## src/rtl/counter60_bcd.sv

```systemverilog
// counter60_bcd: synchronises a slow divider tap, turns each rising edge into a tick and
// counts ticks up/down in two-digit BCD modulo MODULUS. Define COUNTER60_SEG7_EN for 7-segment outputs.
module counter60_bcd #(
  parameter int unsigned MODULUS     = 60,
  parameter int unsigned SYNC_STAGES = 2
) (
  input  logic       clk,
  input  logic       RESET,
  input  logic       tick_src,
  input  logic       en,
  input  logic       up,
  input  logic       clr,
  input  logic       load,
  input  logic [3:0] ld_tens,
  input  logic [3:0] ld_ones,
  output logic [3:0] tens,
  output logic [3:0] ones,
  output logic       carry,
`ifdef COUNTER60_SEG7_EN
  output logic       load_err,
  output logic [6:0] seg_tens,
  output logic [6:0] seg_ones
`else
  output logic       load_err
`endif
);

  localparam logic [3:0] MAX_TENS  = 4'((MODULUS - 1) / 10);
  localparam logic [3:0] MAX_ONES  = 4'((MODULUS - 1) % 10);
  localparam logic [7:0] MOD8      = 8'(MODULUS);
  localparam logic [2:0] FILL_DONE = 3'(SYNC_STAGES);

  logic [SYNC_STAGES-1:0] sync_q;
  logic                   s_q;
  logic                   p_q;
  logic                   arm;
  logic [2:0]             fill_q;
  logic                   tick_edge;
  logic                   load_ok;
  logic                   at_max;
  logic                   at_zero;

  assign s_q       = sync_q[SYNC_STAGES-1];
  assign tick_edge = s_q & ~p_q & arm;
  assign at_max    = (tens == MAX_TENS) && (ones == MAX_ONES);
  assign at_zero   = (tens == 4'd0) && (ones == 4'd0);
  assign load_ok   = (ld_tens <= 4'd9) && (ld_ones <= 4'd9) &&
                     (({4'd0, ld_tens} * 8'd10 + {4'd0, ld_ones}) < MOD8);

  // s_q only reflects real tick_src samples once the synchroniser has refilled after reset
  // (fill_q == FILL_DONE); arming before that would count a tap already high at release.
  always_ff @(posedge clk) begin
    if (RESET) begin
      sync_q <= '0;
      p_q    <= 1'b0;
      arm    <= 1'b0;
      fill_q <= '0;
    end else begin
      sync_q <= {sync_q[SYNC_STAGES-2:0], tick_src};
      p_q    <= s_q;
      if (fill_q != FILL_DONE) fill_q <= fill_q + 3'd1;
      if ((fill_q == FILL_DONE) && !s_q) arm <= 1'b1;
    end
  end

  always_ff @(posedge clk) begin
    if (RESET) begin
      tens     <= '0;
      ones     <= '0;
      carry    <= 1'b0;
      load_err <= 1'b0;
    end else begin
      carry    <= 1'b0;
      load_err <= 1'b0;
      if (clr) begin
        tens <= '0;
        ones <= '0;
      end else if (load) begin
        if (load_ok) begin
          tens <= ld_tens;
          ones <= ld_ones;
        end else begin
          load_err <= 1'b1;
        end
      end else if (tick_edge && en) begin
        if (up) begin
          if (at_max) begin
            tens  <= '0;
            ones  <= '0;
            carry <= 1'b1;
          end else if (ones == 4'd9) begin
            ones <= '0;
            tens <= tens + 4'd1;
          end else begin
            ones <= ones + 4'd1;
          end
        end else begin
          if (at_zero) begin
            tens  <= MAX_TENS;
            ones  <= MAX_ONES;
            carry <= 1'b1;
          end else if (ones == 4'd0) begin
            ones <= 4'd9;
            tens <= tens - 4'd1;
          end else begin
            ones <= ones - 4'd1;
          end
        end
      end
    end
  end

`ifdef COUNTER60_SEG7_EN
  function automatic logic [6:0] seg7(input logic [3:0] d);
    logic [6:0] s;
    s = 7'b0000000;
    case (d)
      4'd0: s = 7'b0111111;
      4'd1: s = 7'b0000110;
      4'd2: s = 7'b1011011;
      4'd3: s = 7'b1001111;
      4'd4: s = 7'b1100110;
      4'd5: s = 7'b1101101;
      4'd6: s = 7'b1111101;
      4'd7: s = 7'b0000111;
      4'd8: s = 7'b1111111;
      4'd9: s = 7'b1101111;
      default: s = 7'b0000000;
    endcase
    return s;
  endfunction

  always_ff @(posedge clk) begin
    if (RESET) begin
      seg_tens <= 7'b0111111;
      seg_ones <= 7'b0111111;
    end else begin
      seg_tens <= seg7(tens);
      seg_ones <= seg7(ones);
    end
  end
`endif

endmodule

```

## config.mk

```make
export PLATFORM = sky130hd
export DESIGN_NAME = counter60_bcd
export DESIGN_NICKNAME = d
export VERILOG_FILES = /design/src/rtl/counter60_bcd.sv
export SDC_FILE = /design/constraint.sdc
export NUM_CORES = 1
export LEC_CHECK = 0
export BUFFER_PORTS_ARGS = -buffer_cell sky130_fd_sc_hd__buf_2
export CELL_PAD_IN_SITES_DETAIL_PLACEMENT = 0
export CELL_PAD_IN_SITES_GLOBAL_PLACEMENT = 1
export CORE_ASPECT_RATIO = 2
export CORE_MARGIN = 4
export CORE_UTILIZATION = 35
export DETAILED_ROUTE_END_ITERATION = 8
export PLACE_DENSITY = 0.77
export SETUP_SLACK_MARGIN = 0.4
export SLEW_MARGIN = 20
export SYNTH_ARGS = -nofsm -noshare
export SYNTH_HDL_FRONTEND = slang
export SYNTH_SLANG_ARGS = --single-unit
```

## constraint.sdc

```tcl
create_clock -name clk -period 3.8 [get_ports clk]
set_input_delay 1.14 -clock clk [delete_from_list [all_inputs] [get_ports clk]]
set_output_delay 1.14 -clock clk [all_outputs]
set_load 0.005 [all_outputs]
```

==> results of run 1 <==
-- worst max path at each step --
stage                    start      end  slack, ps  cells past startpoint
finish              ld_tens[2]  ones[2]        510                     10
global route        ld_tens[1]  ones[0]        410                     10
CTS                 ld_tens[1]  ones[0]        460                     10
detailed placement  ld_tens[1]  ones[0]        200                     10
global placement    ld_tens[1]  tens[3]        220                     10
floorplan           ld_tens[1]  ones[0]        450                      9
-- cell usage after synthesis, types with 2 or more instances --
cell type / n / area share [%]
sky130_fd_sc_hd__a31oi_1: 2 / 0.83
sky130_fd_sc_hd__o31ai_1: 3 / 1.5
sky130_fd_sc_hd__fa_1: 2 / 2.7
sky130_fd_sc_hd__nor2_1: 18 / 4.5
sky130_fd_sc_hd__and2_1: 3 / 1.2
sky130_fd_sc_hd__o22ai_1: 4 / 1.7
sky130_fd_sc_hd__ha_1: 11 / 9.2
sky130_fd_sc_hd__nor2b_1: 5 / 2.1
sky130_fd_sc_hd__dfxtp_1: 17 / 23
sky130_fd_sc_hd__clkbuf_1: 9 / 2.2
sky130_fd_sc_hd__a211oi_1: 2 / 1.0
sky130_fd_sc_hd__o211ai_1: 4 / 2.0
sky130_fd_sc_hd__o21ai_0: 8 / 2.7
sky130_fd_sc_hd__nand2_1: 24 / 6.0
sky130_fd_sc_hd__nand3_1: 8 / 2.7
sky130_fd_sc_hd__buf_2: 2 / 0.67
sky130_fd_sc_hd__a21oi_1: 6 / 2.0
sky130_fd_sc_hd__mux2i_1: 7 / 4.7
sky130_fd_sc_hd__o311ai_0: 2 / 1.2
sky130_fd_sc_hd__and3_1: 2 / 0.83
sky130_fd_sc_hd__inv_1: 9 / 2.2
sky130_fd_sc_hd__nand2b_1: 4 / 1.7
sky130_fd_sc_hd__xnor2_1: 4 / 2.3
sky130_fd_sc_hd__a21oi_4: 2 / 2.2
sky130_fd_sc_hd__and4_1: 2 / 1.2
sky130_fd_sc_hd__nor3_1: 5 / 1.7
sky130_fd_sc_hd__o21ai_1: 3 / 1.0
-- state kept, by name, summed over array words and instances (netlist names) --
name / count
arm: 1
carry: 1
fill_q: 3
load_err: 1
ones: 4
p_q: 1
sync_q: 2
tens: 4
-- logic make-up after synthesis --
kind of cell	count (synthesis)	share of synthesized area (%)
AND/OR/NAND/NOR	81	28.98
buffers and inverters	20	5.162
AO/OA/AOI/OAI	48	23.81
adder cells (fa/ha/maj)	13	11.82
multiplexers	7	4.663
flip-flops	17	22.65
XOR/XNOR	5	2.914
-- per-stage QoR --
step                util [%]  setup slack, ps  total power, mW  cell area [sq um]  instances
floorplan                  -            445.0           0.3513               1503        191
global placement       40.36            224.3           0.3976               1667        259
detailed placement     40.36            195.9           0.3989               1667        259
CTS                    41.48            457.1           0.5372               1713        263
global route           42.42            407.9           0.5783               1752        263
finish                 42.42            511.2           0.5389               1752        263
-- what timing repair did --
| action | CTS | global route |
|---|---|---|
| gates resized for setup | 0 | 8 |
| setup endpoints to repair | 0 | 8 |
| hold buffers | 0 | 0 |
-- layer usage --
layer	GRT usage (%)	share of wire (%)	vias to the layer above
li1	-	-	724
met1	16.23	37	680
met2	31.30	58	22
met3	1.481	2.3	9
met4	7.294	2.7	0
met5	0	0	-
-- where the power goes --
part | switching [mW] | total [mW] | internal, mW
logic | 0.104 | 0.186 | 0.0816
registers | 0.0168 | 0.214 | 0.197
clock network | 0.0661 | 0.139 | 0.0729
-- critical path, cell delays in order --
cell                       delay [ps]
sky130_fd_sc_hd__buf_2            150
sky130_fd_sc_hd__ha_2             190
sky130_fd_sc_hd__ha_1             200
sky130_fd_sc_hd__fa_1             450
sky130_fd_sc_hd__and2_4           160
sky130_fd_sc_hd__o21a_1           120
sky130_fd_sc_hd__o211ai_1         260
sky130_fd_sc_hd__or4b_4           550
sky130_fd_sc_hd__o21ai_2          140
sky130_fd_sc_hd__o22ai_1           80
-- area by class of cell --
type                       instances  share of cell area [%]
multi-input combinational        154                   64.14
sequential                        17                   19.43
timing repair buffer              27                   8.143
tap                               52                   3.714
clock buffer                       3                   2.357
inverter                           9                   1.929
clock inverter                     1                  0.2857
==> metrics.txt, run 1 <==
# TYPE chip_impl_metric gauge
chip_impl_info{name="outcome",value="completed"} 1
chip_impl_metric{name="synthCells",unit=""} 191
chip_impl_info{name="critical_path.endpoint_type",value="flop"} 1
chip_impl_metric{name="wire_per_inst",unit="microns"} 15.45
chip_impl_metric{name="cts_made_buffers",unit=""} 3
chip_impl_metric{name="max_freq",unit="MHz"} 304.1
chip_impl_metric{name="maximum_number_of_pins_on_one_net_before_global_route_repair",unit=""} 20
chip_impl_metric{name="num-fill-cells",unit=""} 452
chip_impl_metric{name="tmin_final",unit="ps"} 3289
chip_impl_info{name="tritoncts",value="built"} 1
chip_impl_info{name="r2r-start",value="tens[1]"} 1
chip_impl_metric{name="worstPathRequired",unit="ps"} 3940
chip_impl_metric{name="count_of_final_hold_check_violations",unit=""} 0
chip_impl_metric{name="cts.reportedPaths.clkPinSlew",unit="ps"} 70
chip_impl_metric{name="finish.net_count",unit=""} 240
chip_impl_metric{name="number_of_synthesis_warnings",unit=""} 0
chip_impl_metric{name="initial_utilization",unit="%"} 36.39
chip_impl_info{name="critical_path.startpoint_type",value="input port"} 1
chip_impl_metric{name="r2r_cells",unit=""} 8
chip_impl_metric{name="slew_headroom",unit="%"} 64.65
chip_impl_metric{name="post_route_setup_tns",unit="ps"} 0
chip_impl_metric{name="die-height",unit="microns"} 100.7
chip_impl_metric{name="dieWidth",unit="microns"} 54.33
chip_impl_metric{name="timing_worst_slew_pin_value",unit="ps"} 529.6
chip_impl_metric{name="timing.critical_path.fanout_max",unit=""} 5
chip_impl_metric{name="period_share",unit="%"} 86.55
chip_impl_metric{name="post-route-drc-count",unit=""} 0
chip_impl_metric{name="io_pins",unit=""} 25
chip_impl_metric{name="syn-num-nets",unit=""} 219
chip_impl_metric{name="power.static_leakage",unit="nW"} 0.7511
chip_impl_metric{name="clk_latency",unit="ps"} 260
chip_impl_metric{name="die_area",unit="sq mm"} 0.005469
chip_impl_metric{name="syn_area",unit="sq mm"} 0.001503
chip_impl_metric{name="grt-ovfl-total",unit=""} 0
chip_impl_metric{name="whs",unit="ps"} 444.9
chip_impl_metric{name="place.gp.congestion",unit=""} 0.8571
chip_impl_metric{name="fraction_of_registers_with_async_set_or_reset_after_synthesis",unit="%"} 0
chip_impl_metric{name="grt_first_pass_wirelength",unit="microns"} 6672
chip_impl_metric{name="layout-area-overhead-vs-synth",unit="%"} 16.57
chip_impl_metric{name="grt_pass1_vias",unit=""} 1466
chip_impl_metric{name="place.port_buffers",unit=""} 24
chip_impl_metric{name="post_cts.repair.setup_buffers",unit=""} 0
chip_impl_metric{name="coreArea",unit="sq mm"} 0.004129
chip_impl_metric{name="dr.first_iter.drc_count",unit=""} 19
chip_impl_metric{name="dr.pass1.iters",unit=""} 4
chip_impl_metric{name="timing_max_transition_violations_final",unit=""} 0
chip_impl_info{name="final_cell_mix",value="sky130_fd_sc_hd__nand2_1 (24), sky130_fd_sc_hd__buf_2 (24), sky130_fd_sc_hd__nor2_1 (17), sky130_fd_sc_hd__dfxtp_1 (17)"} 1
chip_impl_metric{name="setup-violations-final",unit=""} 0
chip_impl_metric{name="critical_path_arrival",unit="ps"} 3430
chip_impl_info{name="synth_top_flop_cell",value="sky130_fd_sc_hd__dfxtp_1"} 1
chip_impl_metric{name="number_of_antenna_violations_at_the_first_check_in_global_routing",unit=""} 0
chip_impl_metric{name="multi_input_comb_area",unit="sq mm"} 0.001124
chip_impl_metric{name="postSynthAreaPerCell",unit="sq um"} 7.867
chip_impl_metric{name="detailroute.via_count",unit=""} 1435
chip_impl_metric{name="antenna_left",unit=""} 0
chip_impl_metric{name="core.rowCount",unit=""} 33
chip_impl_metric{name="ys_seq_area_share",unit="%"} 22.65
chip_impl_info{name="rsz0062_at_grt",value="false"} 1
chip_impl_metric{name="worst-r2r-setup-slack",unit="ps"} 1990
chip_impl_metric{name="grt_usage",unit="%"} 16.30
chip_impl_info{name="regToRegEndpoint",value="tens[3]"} 1
chip_impl_metric{name="max_cap_violations",unit=""} 0
chip_impl_metric{name="dp.final_hpwl",unit="microns"} 3246
chip_impl_metric{name="clkSinkCount",unit=""} 17
chip_impl_metric{name="fin_skew",unit="ps"} 4.980
chip_impl_metric{name="htreeDepth",unit=""} 1
chip_impl_metric{name="drive_gt1_share",unit="%"} 23.70
chip_impl_metric{name="ys_types",unit=""} 50
chip_impl_info{name="min_to",value="sync_q[1]"} 1
chip_impl_metric{name="insertedDiodeCount",unit=""} 0
chip_impl_metric{name="vias_per_cell",unit=""} 5.456
chip_impl_metric{name="synth-edff-count",unit=""} 0
chip_impl_info{name="worst_hold_startpoint",value="sync_q[0]"} 1
chip_impl_metric{name="power_per_standard_cell_area",unit="mW/mm^2"} 307.6
chip_impl_info{name="worstHoldPathType",value="reg -> reg"} 1
chip_impl_info{name="crit_type",value="in -> reg"} 1
chip_impl_metric{name="ys_seq_elements",unit=""} 17
chip_impl_metric{name="worst_hold_path.num_cells",unit=""} 1
chip_impl_metric{name="register_area",unit="sq um"} 340.3
chip_impl_info{name="clock-root-buffer",value="sky130_fd_sc_hd__clkbuf_8"} 1
chip_impl_metric{name="peakVddDrop",unit="mV"} 0.2254
chip_impl_metric{name="clock_tree.buffer_depth",unit=""} 2
chip_impl_metric{name="routed_wirelength",unit="microns"} 4063
(Power assumes the default switching activity.)
==> inputs of run 2 (changes only) <==
--- a/config.mk
+++ b/config.mk
@@ -5,6 +5,7 @@
 export SDC_FILE = /design/constraint.sdc
 export NUM_CORES = 1
 export LEC_CHECK = 0
+export ABC_AREA = 1
 export BUFFER_PORTS_ARGS = -buffer_cell sky130_fd_sc_hd__buf_2
 export CELL_PAD_IN_SITES_DETAIL_PLACEMENT = 0
 export CELL_PAD_IN_SITES_GLOBAL_PLACEMENT = 1
@@ -12,7 +13,7 @@
 export CORE_MARGIN = 4
 export CORE_UTILIZATION = 35
 export DETAILED_ROUTE_END_ITERATION = 8
-export PLACE_DENSITY = 0.77
+export PLACE_DENSITY = 0.81
 export SETUP_SLACK_MARGIN = 0.4
 export SLEW_MARGIN = 20
 export SYNTH_ARGS = -nofsm -noshare
==> run 2 against run 1 <==
  * Power is 5.9% lower
  * Area after synthesis decreased by 7.2%
  * Cell area decreased by 8.1%
  * Clock skew decreased by 3.7 ps
  * Fmax grew 2.9%
  * Global-route usage is 0.93 points lower
  * Count of clock-buffer cells in the layout is the same
  * Largest cell class unchanged
  * Die area is 6.4% lower
  * Routed wire length is 14% lower
==> metrics.txt, run 2 <==
# TYPE chip_impl_metric gauge
chip_impl_metric{name="drive_gt1_share",unit="%"} 16.05
chip_impl_info{name="critical_path.startpoint_type",value="input port"} 1
chip_impl_info{name="tritoncts",value="built"} 1
chip_impl_metric{name="dieWidth",unit="microns"} 52.62
chip_impl_metric{name="yosysTopAreaCellShare",unit="%"} 24.42
chip_impl_metric{name="fraction_of_registers_with_async_set_or_reset_after_synthesis",unit="%"} 0
chip_impl_metric{name="number_of_synthesis_warnings",unit=""} 0
chip_impl_info{name="final_cell_mix",value="sky130_fd_sc_hd__nand2_1 (51), sky130_fd_sc_hd__inv_1 (34), sky130_fd_sc_hd__nor2_1 (29), sky130_fd_sc_hd__buf_2 (24), sky130_fd_sc_hd__nand3_1 (19)"} 1
chip_impl_info{name="synth_top_flop_cell",value="sky130_fd_sc_hd__dfxtp_1"} 1
chip_impl_metric{name="ys_seq_area_share",unit="%"} 24.42
chip_impl_metric{name="synth-edff-count",unit=""} 0
chip_impl_metric{name="timing_worst_slew_pin_value",unit="ps"} 621.2
chip_impl_metric{name="dr.first_iter.drc_count",unit=""} 22
chip_impl_info{name="worst_setup_path_endpoint",value="ones[3]"} 1
chip_impl_metric{name="r2r_cells",unit=""} 9
chip_impl_metric{name="cts_made_buffers",unit=""} 3
chip_impl_metric{name="core.rowCount",unit=""} 32
chip_impl_info{name="rsz0062_at_grt",value="false"} 1
chip_impl_info{name="outcome",value="completed"} 1
chip_impl_metric{name="number_of_antenna_violations_at_the_first_check_in_global_routing",unit=""} 0
chip_impl_metric{name="peakVddDrop",unit="mV"} 0.2177
chip_impl_metric{name="timing.critical_path.fanout_max",unit=""} 7
chip_impl_info{name="worstHoldPathType",value="reg -> reg"} 1
chip_impl_metric{name="grt-ovfl-total",unit=""} 0
chip_impl_metric{name="post_cts_hold_buffer_count",unit=""} 0
chip_impl_metric{name="synthCells",unit=""} 216
chip_impl_metric{name="post-layout-total-power",unit="mW"} 0.5072
chip_impl_metric{name="die_area",unit="sq mm"} 0.005117
chip_impl_metric{name="final_design_area_no_fill",unit="sq mm"} 0.001610
chip_impl_metric{name="max_freq",unit="MHz"} 312.7
chip_impl_metric{name="detailroute.via_count",unit=""} 1380
chip_impl_metric{name="place.port_buffers",unit=""} 24
chip_impl_metric{name="ys_types",unit=""} 28
chip_impl_metric{name="dr.pass1.iters",unit=""} 4
chip_impl_metric{name="maximum_number_of_pins_on_one_net_before_global_route_repair",unit=""} 15
chip_impl_metric{name="post-route-drc-count",unit=""} 0
chip_impl_metric{name="syn-num-nets",unit=""} 244
chip_impl_info{name="regToRegEndpoint",value="tens[1]"} 1
chip_impl_info{name="final_common_cell",value="sky130_fd_sc_hd__nand2_1"} 1
chip_impl_metric{name="syn_area",unit="sq mm"} 0.001394
chip_impl_metric{name="worst_case_setup_slack_after_placement",unit="ps"} 349.2
chip_impl_metric{name="cts.reportedPaths.clkPinSlew",unit="ps"} 60
chip_impl_metric{name="tmin_final",unit="ps"} 3197
chip_impl_metric{name="wire_per_inst",unit="microns"} 11.94
chip_impl_metric{name="period_share",unit="%"} 84.14
chip_impl_metric{name="count_of_final_hold_check_violations",unit=""} 0
chip_impl_metric{name="setup-violations-final",unit=""} 0
chip_impl_metric{name="placed_area",unit="sq mm"} 0.001548
chip_impl_metric{name="vias_per_cell",unit=""} 4.694
chip_impl_info{name="post-synth-top-area-cell",value="sky130_fd_sc_hd__dfxtp_1"} 1
chip_impl_metric{name="smallest_setup_slack_after_layout",unit="ps"} 602.5
chip_impl_metric{name="critical_path_arrival",unit="ps"} 3350
chip_impl_metric{name="slew_headroom",unit="%"} 58.43
chip_impl_metric{name="power.static_leakage",unit="nW"} 0.7996
chip_impl_info{name="biggestRegsByFlops",value="ones (4), tens (4), fill_q (3)"} 1
chip_impl_metric{name="post_route_setup_tns",unit="ps"} 0
chip_impl_metric{name="coreArea",unit="sq mm"} 0.003844
chip_impl_metric{name="fin_skew",unit="ps"} 1.288
chip_impl_info{name="r2r-start",value="ones[3]"} 1
chip_impl_metric{name="grt_usage",unit="%"} 15.38
chip_impl_info{name="post-synth-top-count-cell",value="sky130_fd_sc_hd__nand2_1"} 1
chip_impl_metric{name="initial_utilization",unit="%"} 36.26
chip_impl_metric{name="htreeDepth",unit=""} 1
chip_impl_metric{name="max_cap_violations",unit=""} 0
chip_impl_metric{name="clkSinkCount",unit=""} 17
chip_impl_info{name="clock-root-buffer",value="sky130_fd_sc_hd__clkbuf_8"} 1
chip_impl_metric{name="clk_latency",unit="ps"} 260
chip_impl_metric{name="grt_first_pass_wirelength",unit="microns"} 6030
chip_impl_metric{name="timing_max_transition_violations_final",unit=""} 0
chip_impl_info{name="post_synth_main_area_contributors",value="sky130_fd_sc_hd__dfxtp_1 (24%), sky130_fd_sc_hd__nand2_1 (14%), sky130_fd_sc_hd__ha_1 (9.9%), sky130_fd_sc_hd__inv_1 (9.2%), sky130_fd_sc_hd__nor2_1 (7.8%)"} 1
chip_impl_metric{name="power_per_standard_cell_area",unit="mW/mm^2"} 315.0
chip_impl_info{name="critical_path.endpoint_type",value="flop"} 1
chip_impl_metric{name="num-fill-cells",unit=""} 453
chip_impl_metric{name="dp.final_hpwl",unit="microns"} 2863
chip_impl_metric{name="place.gp.congestion",unit=""} 0.7993
chip_impl_metric{name="layoutNonFillerInstCount",unit=""} 294
chip_impl_metric{name="antenna_left",unit=""} 0
chip_impl_info{name="setup.worst_path.start",value="ld_tens[1]"} 1
chip_impl_metric{name="routed_wirelength",unit="microns"} 3511
chip_impl_metric{name="postSynthAreaPerCell",unit="sq um"} 6.453
chip_impl_metric{name="worst-r2r-setup-slack",unit="ps"} 2060
chip_impl_metric{name="clock_tree.buffer_depth",unit=""} 2
chip_impl_metric{name="finish.net_count",unit=""} 272
chip_impl_metric{name="layout-area-overhead-vs-synth",unit="%"} 15.53
chip_impl_info{name="crit_type",value="in -> reg"} 1
chip_impl_metric{name="grt_pass1_vias",unit=""} 1335
chip_impl_metric{name="ys_seq_elements",unit=""} 17
chip_impl_info{name="ys_top_cells_by_count",value="sky130_fd_sc_hd__nand2_1 (51), sky130_fd_sc_hd__inv_1 (34), sky130_fd_sc_hd__nor2_1 (29), sky130_fd_sc_hd__nand3_1 (19), sky130_fd_sc_hd__dfxtp_1 (17)"} 1
chip_impl_metric{name="insertedDiodeCount",unit=""} 0
chip_impl_metric{name="die-height",unit="microns"} 97.25
chip_impl_metric{name="placedCellCount",unit=""} 288
chip_impl_metric{name="worstPathRequired",unit="ps"} 3960
chip_impl_metric{name="io_pins",unit=""} 25
-- run 2: cell types whose count changed in the layout (fill, tap and decap cells not counted), sizes merged, moves of 6 or more --
cell	change
mux2i	-7
nor2	+13
nand3	+12
inv	+25
nand2	+31
nor2b	-6
-- run 2: area by class of cell --
class	instances	area, sq um	share of cell area (%)
clock inverters	1	5.005	0.3108
flip-flops and latches	17	340.3	21.13
well taps	51	63.81	3.963
multi-input cells	163	904.6	56.18
inverters	34	127.6	7.925
clock buffers	3	41.29	2.564
repair buffers	25	127.6	7.925
-- run 2: metal layers --
metal	share of wire, %	track usage [%]	wire [microns]	vias to the layer above
li1	-	-	-	752
met1	38	16.38	1328	606
met2	57	28.26	2012	16
met3	2.6	1.536	92	6
met4	2.2	7.087	77	0
met5	0	0	0	-
-- run 2: cells by family after synthesis --
group           synth area share (%)
compound gates                 13.55
xor+xnor                       3.770
fa+ha+maj                      12.75
buf+inv                        11.31
flops                          24.42
simple gates                   34.20
-- run 2: where the power goes --
part	internal [mW]	total, mW	switching (mW)
logic	0.0625	0.162	0.0990
registers	0.196	0.209	0.0130
clock network	0.0730	0.137	0.0638
-- run 2: critical path, stage by stage --
cell	delay, ps
sky130_fd_sc_hd__buf_2	130
sky130_fd_sc_hd__ha_1	310
sky130_fd_sc_hd__ha_1	200
sky130_fd_sc_hd__fa_2	570
sky130_fd_sc_hd__nand2_1	70
sky130_fd_sc_hd__nor2_1	80
sky130_fd_sc_hd__nand2_1	60
sky130_fd_sc_hd__nand3_1	70
sky130_fd_sc_hd__nand2_1	60
sky130_fd_sc_hd__a21oi_2	140
sky130_fd_sc_hd__nand3_2	120
sky130_fd_sc_hd__nand2_4	130
sky130_fd_sc_hd__inv_1	80
sky130_fd_sc_hd__nor2_1	120
sky130_fd_sc_hd__nor2_1	60
-- run 2: how the worst min path moves through the flow --
stage	to	cells after the start	from
after floorplan	sync_q[1]	2	sync_q[0]
after global placement	sync_q[1]	2	sync_q[0]
after detailed placement	sync_q[1]	2	sync_q[0]
after CTS	sync_q[1]	2	sync_q[0]
after global routing	sync_q[1]	2	sync_q[0]
final	sync_q[1]	2	sync_q[0]
-- run 2: what timing repair did --
action	CTS	global route
resized for setup	0	1
setup buffers	0	1
setup endpoints to repair	0	1
-- run 2: through the flow --
step,hold slack [ps],utilization [%]
2_1_floorplan,388.3,-
3_3_place_gp,391.1,40.27
3_5_place_dp,397.9,40.27
4_1_cts,409.4,41.47
5_1_grt,452.4,41.89
6_report,405.6,41.89
==> inputs of run 3 (changes only) <==
--- a/config.mk
+++ b/config.mk
@@ -13,7 +13,7 @@
 export CORE_MARGIN = 4
 export CORE_UTILIZATION = 35
 export DETAILED_ROUTE_END_ITERATION = 8
-export PLACE_DENSITY = 0.81
+export PLACE_DENSITY = 0.84
 export SETUP_SLACK_MARGIN = 0.4
 export SLEW_MARGIN = 20
 export SYNTH_ARGS = -nofsm -noshare
==> constraint.sdc (replaced) <==
create_clock -name clk -period 2.62 [get_ports clk]
set_input_delay 0.786 -clock clk [delete_from_list [all_inputs] [get_ports clk]]
set_output_delay 0.786 -clock clk [all_outputs]
set_load 0.005 [all_outputs]
==> run 3 against run 2 <==
  * The run now ends with setup timing left
  * Power increased by 51%
  * Non-clock buffer count increased by 10
  * Global-route usage about the same
  * Routed wire length grew 1.6%
  * Critical path depth unchanged
  * Critical endpoint is now tens[0]
  * Largest cell class unchanged
  * Largest power group unchanged
==> metrics.txt, run 3 (same netlist as run 2, synthesis figures left out) <==
# TYPE chip_impl_metric gauge
chip_impl_metric{name="cts_made_buffers",unit=""} 3
chip_impl_metric{name="die_area",unit="sq mm"} 0.005117
chip_impl_info{name="tritoncts",value="built"} 1
chip_impl_metric{name="timing_worst_slew_pin_value",unit="ps"} 446.0
chip_impl_metric{name="max_freq",unit="MHz"} 379.3
chip_impl_metric{name="smallest_setup_slack_after_layout",unit="ps"} -16.37
chip_impl_metric{name="place.gp.congestion",unit=""} 0.8292
chip_impl_metric{name="post_cts_hold_buffer_count",unit=""} 0
chip_impl_metric{name="insertedDiodeCount",unit=""} 0
chip_impl_metric{name="post-route-drc-count",unit=""} 0
chip_impl_metric{name="place.port_buffers",unit=""} 24
chip_impl_metric{name="number_of_antenna_violations_at_the_first_check_in_global_routing",unit=""} 0
chip_impl_metric{name="dieWidth",unit="microns"} 52.62
chip_impl_metric{name="period_share",unit="%"} 100.6
chip_impl_metric{name="io_pins",unit=""} 25
chip_impl_metric{name="dp.final_hpwl",unit="microns"} 2979
chip_impl_info{name="worstHoldPathType",value="reg -> reg"} 1
chip_impl_metric{name="layoutNonFillerInstCount",unit=""} 304
chip_impl_metric{name="clk_latency",unit="ps"} 250
chip_impl_metric{name="wire_per_inst",unit="microns"} 11.74
chip_impl_metric{name="grt_util_met1",unit="%"} 14.81
chip_impl_metric{name="num-fill-cells",unit=""} 442
chip_impl_metric{name="fin_skew",unit="ps"} 1.580
chip_impl_metric{name="maximum_number_of_pins_on_one_net_before_global_route_repair",unit=""} 13
chip_impl_metric{name="die-height",unit="microns"} 97.25
chip_impl_metric{name="worstPathRequired",unit="ps"} 2770
chip_impl_metric{name="count_of_final_hold_check_violations",unit=""} 0
chip_impl_metric{name="layout-area-overhead-vs-synth",unit="%"} 25.94
chip_impl_metric{name="grt_usage",unit="%"} 15.36
chip_impl_metric{name="coreArea",unit="sq mm"} 0.003844
chip_impl_metric{name="routed_wirelength",unit="microns"} 3568
chip_impl_metric{name="peakVddDrop",unit="mV"} 0.3383
chip_impl_metric{name="initial_utilization",unit="%"} 36.26
chip_impl_metric{name="finish.net_count",unit=""} 282
chip_impl_metric{name="power.static_leakage",unit="nW"} 0.8496
chip_impl_info{name="outcome",value="finished with violations"} 1
chip_impl_metric{name="setup-violations-final",unit=""} 5
chip_impl_info{name="final_cell_mix",value="sky130_fd_sc_hd__nand2_1 (51), sky130_fd_sc_hd__inv_1 (33), sky130_fd_sc_hd__nor2_1 (26), sky130_fd_sc_hd__buf_2 (22)"} 1
chip_impl_metric{name="tmin_final",unit="ps"} 2636
chip_impl_metric{name="clock_tree.buffer_depth",unit=""} 2
chip_impl_metric{name="grt-ovfl-total",unit=""} 0
chip_impl_metric{name="final_core_utilization",unit="%"} 45.67
chip_impl_metric{name="timing_max_transition_violations_final",unit=""} 0
chip_impl_metric{name="slew_headroom",unit="%"} 70.16
chip_impl_info{name="violations_in_the_final_reports",value="setup timing"} 1
chip_impl_metric{name="antenna_left",unit=""} 0
chip_impl_metric{name="core.rowCount",unit=""} 32
chip_impl_metric{name="max_cap_violations",unit=""} 0
chip_impl_info{name="rsz0062_at_grt",value="true"} 1
chip_impl_metric{name="globalRouteMet2Util",unit="%"} 29.60
chip_impl_metric{name="power_per_standard_cell_area",unit="mW/mm^2"} 436.3
chip_impl_metric{name="detailroute.via_count",unit=""} 1436
chip_impl_metric{name="cts.reportedPaths.clkPinSlew",unit="ps"} 60
chip_impl_info{name="grt_busiest_layer",value="met2"} 1
chip_impl_metric{name="grt_pass1_vias",unit=""} 1385
chip_impl_metric{name="groute.layer.met3.usage",unit="%"} 1.843
chip_impl_info{name="critical_path.startpoint_type",value="input port"} 1
chip_impl_info{name="final_common_cell",value="sky130_fd_sc_hd__nand2_1"} 1
chip_impl_info{name="clock-root-buffer",value="sky130_fd_sc_hd__clkbuf_8"} 1
chip_impl_metric{name="post_route_setup_tns",unit="ps"} -37.27
chip_impl_metric{name="timing.critical_path.fanout_max",unit=""} 7
chip_impl_metric{name="placedCellCount",unit=""} 298
chip_impl_info{name="biggestRegsByFlops",value="ones (4), tens (4), fill_q (3)"} 1
chip_impl_metric{name="grt_first_pass_wirelength",unit="microns"} 6051
chip_impl_metric{name="register_area",unit="sq um"} 340.3
chip_impl_metric{name="vias_per_cell",unit=""} 4.724
chip_impl_metric{name="critical_path_arrival",unit="ps"} 2790
chip_impl_metric{name="dr.first_iter.drc_count",unit=""} 21
chip_impl_metric{name="drive_gt1_share",unit="%"} 22.53
chip_impl_metric{name="htreeDepth",unit=""} 1
chip_impl_info{name="critical_path.endpoint_type",value="flop"} 1
chip_impl_metric{name="multi_input_comb_area",unit="sq um"} 957.2
chip_impl_metric{name="clkSinkCount",unit=""} 17
chip_impl_info{name="crit_type",value="in -> reg"} 1
chip_impl_metric{name="dr.pass1.iters",unit=""} 5
run 3: metal layers:
layer	vias up	part of all wire [%]
met3	9	2.6
met1	626	36
met2	29	58
met4	0	2.9
met5	-	0
li1	772	-
run 3: cell type report:
type | count | area share (%)
inverters | 34 | 7.413
repair buffers | 35 | 12.47
multi-input cells | 163 | 54.53
clock buffers | 4 | 2.566
well taps | 51 | 3.635
flip-flops and latches | 17 | 19.39
run 3: final timing paths:
check,end,cells past startpoint,startpoint,slack [ps]
max,tens[0],15,ld_tens[3],-20
min,sync_q[1],2,sync_q[0],400
max reg2reg,tens[3],9,ones[3],1030
min reg2reg,sync_q[1],2,sync_q[0],400
run 3: report_power, final:
part	internal, mW	total, mW	leakage, nW	switching [mW]
Combinational	0.115	0.267	0.688	0.152
Clock	0.108	0.196	0.0228	0.0879
Sequential	0.284	0.303	0.139	0.0187
Total	0.507	0.766	0.850	0.259
run 3: what timing repair did:
| item | 4_1_cts | 5_1_grt |
|---|---|---|
| gates resized for setup | 6 | 9 |
| cloned | 1 | 0 |
| pin swaps | 10 | 12 |
| setup endpoints to repair | 9 | 9 |
| buffers inserted | 0 | 1 |
run 3: worst max-delay path: stages:
cell	delay, ps
sky130_fd_sc_hd__buf_8	100
sky130_fd_sc_hd__ha_4	240
sky130_fd_sc_hd__ha_4	150
sky130_fd_sc_hd__fa_1	540
sky130_fd_sc_hd__nand2_1	80
sky130_fd_sc_hd__nor2_1	90
sky130_fd_sc_hd__nand2_1	70
sky130_fd_sc_hd__nand3_1	70
sky130_fd_sc_hd__nand2_1	60
sky130_fd_sc_hd__a21oi_2	140
sky130_fd_sc_hd__nand3_2	120
sky130_fd_sc_hd__nand2_4	150
sky130_fd_sc_hd__nand3_1	80
sky130_fd_sc_hd__nand2_1	70
sky130_fd_sc_hd__nor2_1	40
run 3: metrics by stage:
step / power (mW) / worst slack (ps) / hold slack [ps] / area [sq um]
floorplan: 0.4885 / -162.3 / 388.3 / 1419
global placement: 0.5607 / -325.7 / 394.2 / 1648
detailed placement: 0.5634 / -372.6 / 396.2 / 1648
CTS: 0.7654 / 8.315 / 408.0 / 1714
global route: 0.8345 / -124.3 / 423.4 / 1755
finish: 0.7659 / -16.37 / 404.4 / 1755
